`config.mk`:
```
export PLATFORM = sky130hd
export DESIGN_NAME = period_meter
export DESIGN_NICKNAME = d
export VERILOG_FILES = /design/src/rtl/period_meter.sv
export SDC_FILE = /design/constraint.sdc
export NUM_CORES = 1
export LEC_CHECK = 0
export BUFFER_PORTS_ARGS = -buffer_cell sky130_fd_sc_hd__buf_2
export CORE_MARGIN = 4
export CORE_UTILIZATION = 40
export DETAILED_ROUTE_END_ITERATION = 8
export SETUP_SLACK_MARGIN = 0.05
export SLEW_MARGIN = 25
export SYNTH_ARGS = -nofsm -noshare
export SYNTH_HDL_FRONTEND = slang
export SYNTH_SLANG_ARGS = --single-unit
```
`constraint.sdc`:
```
create_clock -name clk -period 1.5 [get_ports clk]
set_input_delay 0.3 -clock clk [delete_from_list [all_inputs] [get_ports clk]]
set_output_delay 0.3 -clock clk [all_outputs]
set_load 0.05 [all_outputs]
```
`src/rtl/period_meter.sv`:
```
`default_nettype none
// ============================================================================
// period_meter : square-wave half-period meter mapping each interval to a
//                generator code (optional pair averaging via PERIOD_AVG_EN)
// Revision 1.0 : initial release
// ============================================================================
module period_meter #(
    parameter int CLK_MHZ       = 100,
    parameter int FREQ_KHZ_MIN  = 100,
    parameter int FREQ_KHZ_MAX  = 400,
    parameter int GEN_PARAMETER = 255,
    localparam int W            = $clog2(GEN_PARAMETER + 1)
) (
    input  logic         clk,
    input  logic         rst,
    input  logic         inp,
    output logic [W-1:0] code,
    output logic         valid,
    output logic         locked,
    output logic         too_fast,
    output logic         too_slow
);
    localparam int CNT_MIN  = (500 * CLK_MHZ) / FREQ_KHZ_MAX;
    localparam int CNT_MAX  = (500 * CLK_MHZ) / FREQ_KHZ_MIN;
    localparam int CNT_TO   = CNT_MAX + 1;
    localparam int CW       = $clog2(CNT_MAX + 2);
    localparam int CODE_TOP = CNT_MIN + GEN_PARAMETER;

    typedef enum logic [0:0] {
        SEEK = 1'b0,
        MEAS = 1'b1
    } state_t;

    logic          sync1_q, sync2_q, prev_q, edge_q;
    logic [CW-1:0] cnt_q, cnt_d;
    state_t        state_q, state_d;
    logic          emit_w, tmo_w;
    logic [CW-1:0] h_w;
    logic [31:0]   h_ext;
    logic [W-1:0]  code_d;
    logic          fast_d, slow_d;
    logic [W-1:0]  code_q;
    logic          valid_q, locked_q, fast_q, slow_q;

    // prev_q starts at 0, so a synchronised 1 after reset reads as an edge
    always_ff @(posedge clk or posedge rst) begin
        if (rst) begin
            sync1_q <= 1'b0;
            sync2_q <= 1'b0;
            prev_q  <= 1'b0;
            edge_q  <= 1'b0;
        end else begin
            sync1_q <= inp;
            sync2_q <= sync1_q;
            prev_q  <= sync2_q;
            edge_q  <= sync2_q ^ prev_q;
        end
    end

    always_comb begin
        cnt_d = cnt_q;
        if (edge_q) begin
            cnt_d = CW'(1);
        end else if (cnt_q != CW'(CNT_TO)) begin
            cnt_d = cnt_q + CW'(1);
        end
    end

`ifdef PERIOD_AVG_EN
    logic [CW-1:0] half_q, half_d;
    logic          have_q, have_d;
    logic [CW:0]   pair_sum;

    assign pair_sum = {1'b0, half_q} + {1'b0, cnt_q};
    assign h_w      = CW'(pair_sum >> 1);
`else
    assign h_w = cnt_q;
`endif

    always_ff @(posedge clk or posedge rst) begin
        if (rst) begin
            state_q <= SEEK;
            cnt_q   <= '0;
`ifdef PERIOD_AVG_EN
            half_q  <= '0;
            have_q  <= 1'b0;
`endif
        end else begin
            state_q <= state_d;
            cnt_q   <= cnt_d;
`ifdef PERIOD_AVG_EN
            half_q  <= half_d;
            have_q  <= have_d;
`endif
        end
    end

    always_comb begin
        state_d = state_q;
        emit_w  = 1'b0;
        tmo_w   = 1'b0;
`ifdef PERIOD_AVG_EN
        half_d  = half_q;
        have_d  = have_q;
`endif
        case (state_q)
            SEEK: begin
                if (edge_q) begin
                    state_d = MEAS;
`ifdef PERIOD_AVG_EN
                    have_d  = 1'b0;
`endif
                end
            end
            MEAS: begin
                // an edge landing on the timeout cycle still yields a result
                if (edge_q) begin
`ifdef PERIOD_AVG_EN
                    if (have_q) begin
                        emit_w = 1'b1;
                        have_d = 1'b0;
                    end else begin
                        half_d = cnt_q;
                        have_d = 1'b1;
                    end
`else
                    emit_w = 1'b1;
`endif
                end else if (cnt_q == CW'(CNT_TO)) begin
                    state_d = SEEK;
                    tmo_w   = 1'b1;
`ifdef PERIOD_AVG_EN
                    have_d  = 1'b0;
`endif
                end
            end
            default: state_d = SEEK;
        endcase
    end

    assign h_ext = 32'(h_w);

    always_comb begin
        code_d = '0;
        fast_d = 1'b0;
        slow_d = 1'b0;
        if (h_ext < 32'(CNT_MIN)) begin
            fast_d = 1'b1;
        end else if (h_ext > 32'(CODE_TOP)) begin
            code_d = W'(GEN_PARAMETER);
            slow_d = 1'b1;
        end else begin
            code_d = W'(h_ext - 32'(CNT_MIN));
        end
    end

    always_ff @(posedge clk or posedge rst) begin
        if (rst) begin
            code_q   <= '0;
            valid_q  <= 1'b0;
            locked_q <= 1'b0;
            fast_q   <= 1'b0;
            slow_q   <= 1'b0;
        end else begin
            valid_q <= emit_w;
            if (emit_w) begin
                code_q   <= code_d;
                fast_q   <= fast_d;
                slow_q   <= slow_d;
                locked_q <= ~(fast_d | slow_d);
            end else if (tmo_w) begin
                locked_q <= 1'b0;
            end
        end
    end

    assign code     = code_q;
    assign valid    = valid_q;
    assign locked   = locked_q;
    assign too_fast = fast_q;
    assign too_slow = slow_q;

endmodule
`default_nettype wire
```
## After elaboration in Yosys (flattened, before gate mapping)

Index checks and enable logic that the tools add are counted.

- $lt $le $gt $ge: 2
- Reduce and logical (&&, ||, !) cells: 2
- Bitwise operators: 4
- Add/subtract/negate cells: 2
- Equality and inequality tests: 2
- Mux-type cells: 17

Operator list:

| cell | count |
|---|---|
| 9-bit 2-to-1 mux | 2 |
| 8-bit 2-to-1 mux | 2 |
| 1-bit 2-to-1 mux | 12 |
| 9-bit by 1-bit adder with 9-bit output (second input constant) | 1 |
| 9-bit equality test (second input constant) | 1 |
| 9-bit > comparator (second input constant) | 1 |
| 9-bit by 7-bit less-than comparator with 1-bit output (second input constant) | 1 |
| 9-bit inequality test (second input constant) | 1 |
| 8-bit by 7-bit subtractor with 8-bit output (second input constant) | 1 |
| 2-bit nonzero test | 2 |
| 1-bit inverter | 2 |
| 1-bit case mux with 2 select lines | 1 |
| 1-bit OR | 1 |
| 1-bit XOR | 1 |

- Output and inout port bits: 12
- Flip-flop bits (word level): 26
- Logic and storage cells: 40
- Input bits: 3

## Logic depth before layout (Yosys ltp)

Gate-level depths: netlist of the first run.

- Depth in word-level cells: 6
- Mapped depth: 6
- Gate-level depth less buffers: 6

## Worst setup path after synthesis of the first run

OpenSTA, ideal clock, no wires.

- Path type: reg-to-reg
- From: register cnt_q[0]
- To: register locked_q (netlist: locked)
- Data required time: 1.379 ns
- Period minus slack after synthesis: 1.430 ns
- Data arrival time: 1.309 ns
- Path slack: 0.070 ns
- Path buffers: 0
- Setup time: 0.121 ns
- Stages on the path, launching flop included: 5
- Path through: dfrtp_1 -> inv_1 -> ha_1 -> o31a_1 -> a22o_1

- Cells in the longest elaborated chain, start to end: 6
- Elaborated cells on any way between the ends: 13
- Classes of those cells: order compare: 2; eq/ne: 1; mux: 7; bitwise: 2; reduce/logical: 1

Ends and longest elaborated chain:

| element | line | source |
|---|---|---|
| start, declared | 35 | `logic [CW-1:0] cnt_q, cnt_d;` |
| start signal, assigned | 90 | `cnt_q <= cnt_d;` |
| 9-bit > comparator | 149 | `end else if (h_ext > 32'(CODE_TOP)) begin` |
| 1-bit 2-to-1 mux | 149 |  |
| 1-bit 2-to-1 mux | 147 | `if (h_ext < 32'(CNT_MIN)) begin` |
| 1-bit OR | 170 | `locked_q <= ~(fast_d \| slow_d);` |
| 1-bit inverter | 170 |  |
| 1-bit 2-to-1 mux | 166 | `if (emit_w) begin` |
| end signal, assigned | 170 |  |
| end, declared | 43 | `logic valid_q, locked_q, fast_q, slow_q;` |

Several ways; a longest one is shown, not always the timed one.
A chain may end at the register's enable or synchronous reset.

## Worst setup path in the final report of the first run

- From: register cnt_q[0]
- To: register cnt_q[3]

- Cells in the longest elaborated chain, start to end: 3
- Elaborated cells on any way between the ends: 5
- Classes of those cells: add/sub: 1; eq/ne: 1; mux: 2; reduce/logical: 1

Ends and longest elaborated chain:

| element | line | source |
|---|---|---|
| 9-bit by 1-bit adder with 9-bit output | 65 | `cnt_d = cnt_q + CW'(1);` |
| 9-bit 2-to-1 mux | 64 | `end else if (cnt_q != CW'(CNT_TO)) begin` |
| 9-bit 2-to-1 mux | 62 | `if (edge_q) begin` |

Several ways; a longest one is shown, not always the timed one. The select of a mux whose other input is x is not followed.

==> impl_metrics.py, run 1 <==
metrics = {
    "grt": {
        "grt_pass1_wl_um": 4464,
        "track_usage_pct": 13.85,
        "grt_overflow": 0,
        "antenna_found_initial": 0,
        "grt_max_degree": 27,
        "grt_pass1_vias": 962,
    },
    "power": {
        "p_clk_share_pct": 25.2,
        "p_leak_nw": 0.7302,
        "p_int_mw": 0.9979,
        "p_comb_share_pct": 19.4,
        "switchingPower_mw": 0.4010,
        "ir_drop_v": 0.0006119,
        "powerDensity_nw_per_um2": 869.4,
        "switching_share_pct": 28.66,
        "seq_power_share_pct": 55.4,
        "power_mw": 1.399,
    },
    "synthesis": {
        "synth_top_area_share_pct": 51.43,
        "async_flop_share_pct": 100.0,
        "synth_ff_type": "dfrtp_1",
        "synth_cell_types": 33,
        "synth_area_leaders": "dfrtp_1 51%, nand2_1 4.2%, ha_1 4.0%",
        "syn-num-nets": 127,
        "yosys.area.top_type": "dfrtp_1",
        "synthCells": 120,
        "ys_seq_elements": 26,
        "syn_area_um2": 1265,
        "syn_avg_cell_area_um2": 10.54,
        "ys_seq_area_share_pct": 51.43,
        "yosysWarnings": 0,
        "synth_edf_count": 0,
    },
    "critical_path": {
        "required_ps": 1760,
        "startpoint_type": "flip-flop",
        "end_kind": "flip-flop",
        "arrival_ps": 1780,
        "rrSetupSlack_ps": -10,
        "worstSetupPathType": "reg2reg",
        "crit_fanout": 4,
    },
    "clock_tree": {
        "cts_max_level": 1,
        "clk_pin_slew_ps": 130,
        "numCtsBuffers": 3,
        "clkLatencyLatePin_ps": 320,
        "cts_tree": "built",
        "clockBufferDepth": 2,
        "root_buffer": "clkbuf_4",
        "clock_sinks": 26,
    },
    "timing": {
        "slew_headroom_pct": 78.54,
        "rsz0062_at_grt": "true",
        "whs_ps": -0.7506,
        "setup_viol": 3,
        "fin_ws_ps": -14.12,
        "post-route-period-util_pct": 100.9,
        "fin_skew_ps": 1.584,
        "hold_violations": 2,
        "timing.fmax_ghz": 0.6605,
        "tightest_slew_ps": 320.9,
        "min_period_ps": 1514,
        "tns_ps": -19.11,
        "finalMaxSlewViolations": 0,
    },
    "floorplanning": {
        "die_h_um": 64.24,
        "pin_count": 15,
        "rows": 20,
        "dieArea_um2": 4126,
        "core_um2": 3028,
        "initial_core_util_pct": 41.78,
        "die_x_um": 64.24,
    },
    "status": {
        "violations": "negative hold slack, negative setup slack",
        "run_status": "complete, but fails checks",
    },
    "detailed_routing": {
        "wl_per_cell_um": 13.31,
        "wirelength_um": 2595,
        "drt_pass1_iterations": 4,
        "via_per_inst": 4.974,
        "via_count": 970,
        "drt_iter0_drc": 29,
        "drtAntennaViolNets": 0,
        "drc": 0,
    },
    "min_path": {
        "worstHoldPathType": "in2async",
    },
    "placed_design": {
        "routabilityCongestion": 0.8022,
        "dp_hpwl_um": 1862,
        "pre_cts_slack_ps": -15.43,
        "dp.cells": 188,
        "io_buffers": 14,
    },
    "layout": {
        "nets": 159,
        "fin_cells": 195,
        "num_antenna_cells": 0,
        "area_delta_synth_final_pct": 27.20,
        "drive_gt1_share_pct": 37.75,
    },
    "job": {
        "maxCapViolCount": 0,
    },
}
[sequential cells by signal, indices dropped and copies added, names as in the netlist]
register,flops
too_fast,1
state_q,1
valid,1
sync1_q,1
too_slow,1
edge_q,1
code,8
locked,1
cnt_q,9
prev_q,1
sync2_q,1
[power groups by stage]
stage	Combinational [mW]	Clock [mW]	Sequential (mW)
after CTS	0.249	0.374	0.765
after global routing	0.308	0.403	0.781
after detailed placement	0.245	0	0.778
after floorplan	0.154	0	0.772
final	0.271	0.352	0.775
after global placement	0.239	0	0.775
[worst paths after layout]
kind | cells past startpoint | end | start
max | 6 | cnt_q[3]$_DFFE_PP0P_ | cnt_q[0]$_DFFE_PP0P_
min | 3 | too_slow$_DFFE_PP0P_ | rst
max reg2reg | 6 | cnt_q[3]$_DFFE_PP0P_ | cnt_q[0]$_DFFE_PP0P_
min reg2reg | 0 | sync2_q$_DFF_PP0_ | sync1_q$_DFF_PP0_
max in group asynchronous | 3 | cnt_q[2]$_DFFE_PP0P_ | rst
min in group clk | 1 | sync1_q$_DFF_PP0_ | inp
[timing repair]
action,CTS,global route
resized for setup,3,17
cloned,0,0
hold buffers,0,0
setup endpoints to repair,12,16
pin swaps,1,4
setup buffers,1,2
[area by class of cell]
cell class	instances	area, um2
fill	272	1419
sequential	26	656.9
timing repair buffer	33	216.5
inverter	4	15.01
multi-input combinational	84	629.4
tap	44	55.05
clock buffer	4	36.28
[Yosys cell counts (3+ instances only)]
cell type  instances
dfrtp_1           26
o21ai_1            3
or3_1              3
inv_1              4
nand2_1           14
xnor2_1            5
nor2_2             3
nand2b_1           3
nor2_1             8
xor2_1             5
nor3_1             3
a21oi_1            5
ha_1               4
o21ai_0            7
[worst max-delay path, cell delays in order (launching register included)]
cell and delay (ps):
dfrtp_2 480, buf_6 150, ha_4 150, nand4b_1 160, nor2_4 80, or3_1 330, a21oi_2 120
[routing by layer]
layer  track usage [%]  routed length, um  vias to the layer above
li1                  -                  -                      477
met5                 0                  0                        -
met3             3.866                 84                        4
met2             22.84               1284                       12
met1             17.13               1195                      477
met4             5.277                 31                        0
[placed cells by master (no fill, tap or decap), drive strengths merged, types with 4 or more instances in the layout]
| cell | n |
|---|---|
| a21oi | 5 |
| buf | 33 |
| clkbuf | 4 |
| dfrtp | 26 |
| ha | 4 |
| inv | 4 |
| nand2 | 14 |
| nor2 | 11 |
| o21ai | 10 |
| xnor2 | 5 |
| xor2 | 5 |
[logic make-up (layout without fill, tap and decap cells)]
logic type / count (synthesis) / count (layout) / synth area share, %
buffers and inverters: 10 / 41 / 3.561
and+or+nand+nor: 41 / 41 / 16.82
DFF: 26 / 26 / 51.43
AOI/OAI and AO/OA: 28 / 28 / 16.52
xor gates and xnor gates: 10 / 10 / 6.924
muxes: 1 / 1 / 0.7913
adders and majority gates: 4 / 4 / 3.957
[metrics by stage]
stage | area, um2 | util [%] | hold slack [ps]
5_1_grt | 1609 | 53.14 | 17.24
6_report | 1609 | 53.14 | -0.7506
2_1_floorplan | 1265 | - | 331.2
3_3_place_gp | 1480 | 48.88 | 342.7
4_1_cts | 1533 | 50.62 | 0.6554
3_5_place_dp | 1480 | 48.88 | 347.3
Power figures use the tool's default switching activity.
==> inputs of run 2 (changes only) <==
==> constraint.sdc (replaced) <==
create_clock -name clk -period 1.5 [get_ports clk]
set_input_delay 0.3 -clock clk [delete_from_list [all_inputs] [get_ports clk]]
set_output_delay 0.3 -clock clk [all_outputs]
set_load 0.1 [all_outputs]
==> impl_metrics.py, run 2 (synthesis gave the netlist of run 1 again) <==
metrics = {
    "status": {
        "run_status": "complete, but fails checks",
        "violations": "negative hold slack, negative setup slack",
    },
    "layout": {
        "fin_cells": 195,
        "layout.cells.most_common": "dfrtp_1",
        "nets": 159,
        "drive_gt1_share_pct": 37.75,
        "largest_reg_flops": 9,
        "fillCellCount": 269,
        "area_delta_synth_final_pct": 29.38,
        "mostFrequentLayoutCells": "21 x dfrtp_1, 20 x buf_4, 14 x nand2_1, 12 x clkbuf_4, 8 x nor2_1",
        "num_antenna_cells": 0,
        "top_register": "cnt_q",
    },
    "detailed_routing": {
        "drt_pass1_iterations": 4,
        "drtAntennaViolNets": 0,
        "via_count": 965,
        "wl_per_cell_um": 13.30,
        "drc": 0,
        "dr_wl_met2_um": 1282,
        "met1Wirelength_um": 1194,
        "wirelength_um": 2594,
        "top_layer_used": "met4",
        "via_per_inst": 4.949,
        "drt_iter0_drc": 29,
        "wl_met3_um": 86,
    },
    "timing": {
        "post-route-period-util_pct": 100.9,
        "whs_ps": -0.8150,
        "tns_ps": -16.67,
        "tightest_slew_ps": 483.9,
        "slew_headroom_pct": 67.96,
        "fin_ws_ps": -13.75,
        "setup_viol": 2,
        "hold_violations": 2,
        "timing.fmax_ghz": 0.6606,
        "min_period_ps": 1514,
        "rsz0062_at_grt": "true",
        "finalMaxSlewViolations": 0,
        "fin_skew_ps": 1.583,
    },
    "clock_tree": {
        "cts_max_level": 1,
        "cts_tree": "built",
        "clk_pin_slew_ps": 130,
        "numCtsBuffers": 3,
        "clock_sinks": 26,
        "clockBufferDepth": 2,
        "root_buffer": "clkbuf_4",
        "clkLatencyLatePin_ps": 320,
        "ctsHoldBuffers": 0,
    },
    "critical_path": {
        "arrival_ps": 1780,
        "startpoint_type": "flip-flop",
        "required_ps": 1760,
        "worstSetupPathType": "reg2reg",
        "crit_family": "simple AND/OR/NAND/NOR gates",
        "slowest_stage": "dfrtp_2",
        "max_stage_delay_ps": 480,
        "crit_fanout": 4,
        "end_kind": "flip-flop",
        "crit_chain": "buf_6 > ha_4 > nand4b_1 > nor2_4 > or3_1 > a21oi_2",
        "critPathBufInv": 1,
    },
    "floorplanning": {
        "rows": 20,
        "pin_count": 15,
        "initial_core_util_pct": 41.78,
        "dieArea_um2": 4126,
        "die_x_um": 64.24,
        "core_um2": 3028,
        "die_h_um": 64.24,
    },
    "grt": {
        "grt_max_degree": 27,
        "grt_pass1_vias": 960,
        "grt_pass1_wl_um": 4464,
        "track_usage_pct": 13.85,
        "grt_overflow": 0,
        "antenna_found_initial": 0,
    },
    "placed_design": {
        "routabilityCongestion": 0.8022,
        "dp.cells": 188,
        "dp_hpwl_um": 1862,
        "io_buffers": 14,
    },
    "power": {
        "p_leak_nw": 0.7262,
        "powerDensity_nw_per_um2": 861.4,
        "ir_drop_v": 0.0006143,
    },
    "min_path": {
        "worstHoldPathType": "in2async",
    },
    "job": {
        "maxCapViolCount": 0,
    },
}
-- run 2: cell types whose count changed in the layout (fill, tap and decap cells not counted), sizes merged --
cell	before	now
clkbuf	4	13
buf	33	24
-- run 2: per-layer routing --
metal	global-route usage, %	up-vias
li1	-	477
met1	17.13	468
met2	22.84	16
met3	3.866	4
met4	5.277	0
met5	0	-
-- run 2: where the power goes --
part | switching (mW) | leakage (nW) | internal (mW)
Combinational | 0.163 | 0.376 | 0.119
Sequential | 0.0452 | 0.329 | 0.730
Clock | 0.204 | 0.0210 | 0.149
-- run 2: per-stage QoR --
stage | hold slack, ps | total power [mW] | setup slack (ps) | utilization, % | cell area, um2
floorplan | 331.2 | 0.9362 | 68.21 | - | 1265
global placement | 342.7 | 1.025 | 12.78 | 48.88 | 1480
detailed placement | 347.3 | 1.034 | -15.43 | 48.88 | 1480
CTS | 0.6554 | 1.399 | -15.35 | 50.79 | 1538
global route | 17.24 | 1.503 | -91.18 | 54.05 | 1637
finish | -0.8150 | 1.410 | -13.75 | 54.05 | 1637
-- run 2: repair_timing --
| item | CTS | global route |
|---|---|---|
| cloned | 0 | 0 |
| gates resized for setup | 5 | 26 |
| buffers inserted | 1 | 2 |
| pin swaps | 1 | 4 |
| endpoints found under the setup margin | 14 | 25 |
-- run 2: layout make-up --
class / count / area, um2 / area share, %
sequential: 26 / 656.9 / 40.14
multi-input combinational: 84 / 629.4 / 38.46
inverter: 4 / 15.01 / 0.9174
timing repair buffer: 33 / 244.0 / 14.91
clock buffer: 4 / 36.28 / 2.217
tap: 44 / 55.05 / 3.364
-- run 2: worst paths after layout --
path / slack (ps) / to / start / cells after the start
setup / recovery: -10 / cnt_q[3]$_DFFE_PP0P_ / cnt_q[0]$_DFFE_PP0P_ / 6
max in group asynchronous: 1240 / cnt_q[2]$_DFFE_PP0P_ / rst / 3
hold reg to reg: 380 / sync2_q$_DFF_PP0_ / sync1_q$_DFF_PP0_ / 0
min in group clk: 70 / sync1_q$_DFF_PP0_ / inp / 1
setup reg to reg: -10 / cnt_q[3]$_DFFE_PP0P_ / cnt_q[0]$_DFFE_PP0P_ / 6
hold / removal: -0.8 / too_slow$_DFFE_PP0P_ / rst / 3
-- run 2: worst register-to-register path: stages, from the launching register on --
cell and delay [ps]:
dfrtp_2 480, buf_6 150, ha_4 150, nand4b_1 160
nor2_4 80, or3_1 330, a21oi_2 120
==> inputs of run 3 (changes only) <==
--- a/config.mk
+++ b/config.mk
@@ -5,12 +5,13 @@
 export SDC_FILE = /design/constraint.sdc
 export NUM_CORES = 1
 export LEC_CHECK = 0
+export ABC_AREA = 1
 export BUFFER_PORTS_ARGS = -buffer_cell sky130_fd_sc_hd__buf_2
 export CORE_MARGIN = 4
 export CORE_UTILIZATION = 40
 export DETAILED_ROUTE_END_ITERATION = 8
+export GPL_TIMING_DRIVEN = 0
 export SETUP_SLACK_MARGIN = 0.05
-export SLEW_MARGIN = 25
 export SYNTH_ARGS = -nofsm -noshare
 export SYNTH_HDL_FRONTEND = slang
 export SYNTH_SLANG_ARGS = --single-unit
==> impl_metrics.py, run 3 <==
metrics = {
    "status": {
        "run_status": "finished clean",
    },
    "power": {
        "p_comb_share_pct": 17.4,
        "p_leak_nw": 0.7503,
        "switching_share_pct": 30.10,
        "p_int_mw": 0.8887,
        "switchingPower_mw": 0.3826,
        "powerDensity_nw_per_um2": 865.5,
        "p_clk_share_pct": 22.6,
        "ir_drop_v": 0.0006477,
        "power_mw": 1.271,
        "seq_power_share_pct": 59.9,
    },
    "clock_tree": {
        "clk_pin_slew_ps": 130,
        "cts_tree": "built",
        "root_buffer": "clkbuf_4",
        "numCtsBuffers": 3,
        "clock_sinks": 26,
        "ctsHoldBuffers": 0,
        "clkLatencyLatePin_ps": 310,
        "clockBufferDepth": 2,
        "cts_max_level": 1,
    },
    "critical_path": {
        "arrival_ps": 1100,
        "r2r-start": "cnt_q[2]$_DFFE_PP0P_",
        "max_stage_delay_ps": 420,
        "critPathBufInv": 1,
        "end_kind": "primary output",
        "crit_family": "buffers and inverters",
        "critical_path_depth": 1,
        "slowest_stage": "buf_2",
        "crit_fanout": 2,
        "rr_worst_depth": 8,
        "worstSetupPathType": "reg2out",
        "crit_chain": "buf_2",
        "startpoint_type": "flip-flop",
        "reg2reg_to": "locked$_DFFE_PP0P_",
        "rrSetupSlack_ps": 140,
        "required_ps": 1200,
    },
    "min_path": {
        "min_path_cells": 1,
        "worstHoldPathType": "in2reg",
        "min_to": "sync1_q$_DFF_PP0_",
        "min_from": "inp",
    },
    "timing": {
        "tightest_slew_ps": 975.3,
        "rsz0062_at_grt": "true",
        "slew_headroom_pct": 34.91,
        "setup_viol": 0,
        "fin_skew_ps": 2.594,
        "finalMaxSlewViolations": 0,
        "tns_ps": 0,
        "timing.fmax_ghz": 0.7134,
        "min_period_ps": 1402,
        "post-route-period-util_pct": 93.44,
        "hold_violations": 0,
    },
    "floorplanning": {
        "rows": 20,
        "pin_count": 15,
        "die_x_um": 64.32,
        "core_um2": 3053,
        "dieArea_um2": 4137,
        "initial_core_util_pct": 41.56,
        "die_h_um": 64.32,
    },
    "detailed_routing": {
        "drc": 0,
        "drt_pass1_iterations": 4,
        "wirelength_um": 2546,
        "wl_per_cell_um": 11.95,
        "via_per_inst": 4.920,
        "via_count": 1048,
        "drt_iter0_drc": 49,
        "drtAntennaViolNets": 0,
    },
    "grt": {
        "grt_pass1_wl_um": 4347,
        "grt_max_degree": 27,
        "grt_overflow": 0,
        "grt_pass1_vias": 985,
        "antenna_found_initial": 0,
        "track_usage_pct": 13.18,
    },
    "synthesis": {
        "synth_ff_type": "dfrtp_1",
        "yosysWarnings": 0,
        "synthTopCellsByCount": "40 x nand2_1, 26 x dfrtp_1, 17 x inv_1, 16 x nand3_1, 8 x nor2_1",
        "synthCells": 150,
        "synth_area_leaders": "dfrtp_1 51%, nand2_1 12%, nand3_1 6.3%",
        "ys_seq_area_share_pct": 51.28,
        "synth_cell_types": 20,
        "syn_avg_cell_area_um2": 8.458,
        "synth_top_area_share_pct": 51.28,
        "ys_seq_elements": 26,
        "synth_edf_count": 0,
        "syn-num-nets": 157,
        "async_flop_share_pct": 100.0,
        "yosys.area.top_type": "dfrtp_1",
        "synth_most_common_cell": "nand2_1",
        "syn_area_um2": 1269,
    },
    "placed_design": {
        "routabilityCongestion": 0.8145,
        "io_buffers": 14,
        "dp_hpwl_um": 1867,
    },
    "layout": {
        "largest_reg_flops": 9,
        "layout.cells.most_common": "nand2_1",
        "top_register": "cnt_q",
        "area_delta_synth_final_pct": 15.78,
        "drive_gt1_share_pct": 22.49,
        "num_antenna_cells": 0,
        "mostFrequentLayoutCells": "40 x nand2_1, 25 x dfrtp_1, 16 x inv_1, 16 x nand3_1, 12 x clkbuf_4",
        "nets": 178,
    },
    "job": {
        "maxCapViolCount": 0,
    },
}
run 3: cell count changes after synthesis, moves of 3 or more:
cell,before,now
o21ai_1,3,0
or3_1,3,0
inv_1,4,17
nand2_2,0,6
nand2b_1,3,0
xor2_1,5,2
nand2_1,14,40
nand3_1,2,16
xnor2_1,5,1
run 3: through the flow:
| stage | cells | utilization [%] | area [um2] | hold WS (ps) | setup slack (ps) |
|---|---|---|---|---|---|
| floorplan | 150 | - | 1269 | 331.2 | 220.0 |
| global placement | 208 | 45.66 | 1394 | 343.1 | 99.07 |
| detailed placement | 208 | 45.66 | 1394 | 347.1 | 81.49 |
| CTS | 212 | 46.64 | 1424 | 75.40 | 52.79 |
| global route | 213 | 48.11 | 1469 | 65.32 | 4.977 |
| finish | 213 | 48.11 | 1469 | 84.59 | 98.34 |
run 3: routing by layer:
| metal | GRT usage [%] | wire length [um] |
|---|---|---|
| met2 | 21.91 | 1143 |
| met4 | 2.639 | 12 |
| met1 | 17.06 | 1286 |
| met3 | 3.866 | 103 |
| met5 | 0 | 0 |
run 3: kinds of logic after synthesis:
logic type                 count (synthesis)  synth area share, %
adders and majority gates                  4                3.945
and+or+nand+nor                           82                30.57
DFF                                       26                51.28
buffers and inverters                     19                5.621
AOI/OAI and AO/OA                         16                6.509
xor gates and xnor gates                   3                2.071
run 3: worst max-delay path by stage:
stage	end	start
after floorplan	locked$_DFFE_PP0P_	cnt_q[1]$_DFFE_PP0P_
after global placement	locked$_DFFE_PP0P_	edge_q$_DFF_PP0_
after detailed placement	cnt_q[0]$_DFFE_PP0P_	cnt_q[1]$_DFFE_PP0P_
after CTS	locked$_DFFE_PP0P_	edge_q$_DFF_PP0_
after global routing	locked$_DFFE_PP0P_	cnt_q[2]$_DFFE_PP0P_
final	code[5]	code[5]$_DFFE_PP0P_
run 3: cell type report:
class,instances,area [um2]
Inverter,19,75.07
Timing Repair Buffer,16,107.6
Multi-Input combinational cell,105,556.8
Sequential cell,26,651.9
Fill cell,339,1584
Tap cell,44,55.05
Clock buffer,3,22.52
run 3: repair_timing:
action                                  4_1_cts  5_1_grt
hold endpoints to repair                      0        0
cloned                                        0        0
endpoints found under the setup margin        1       22
gates resized for setup                       0       15
setup buffers                                 1        1
run 3: power by group through the flow:
stage	clock network (mW)	registers (mW)	logic (mW)
2_1_floorplan	0	0.790	0.133
3_3_place_gp	0	0.776	0.196
3_5_place_dp	0	0.777	0.199
4_1_cts	0.301	0.759	0.214
5_1_grt	0.330	0.768	0.250
6_report	0.288	0.762	0.221
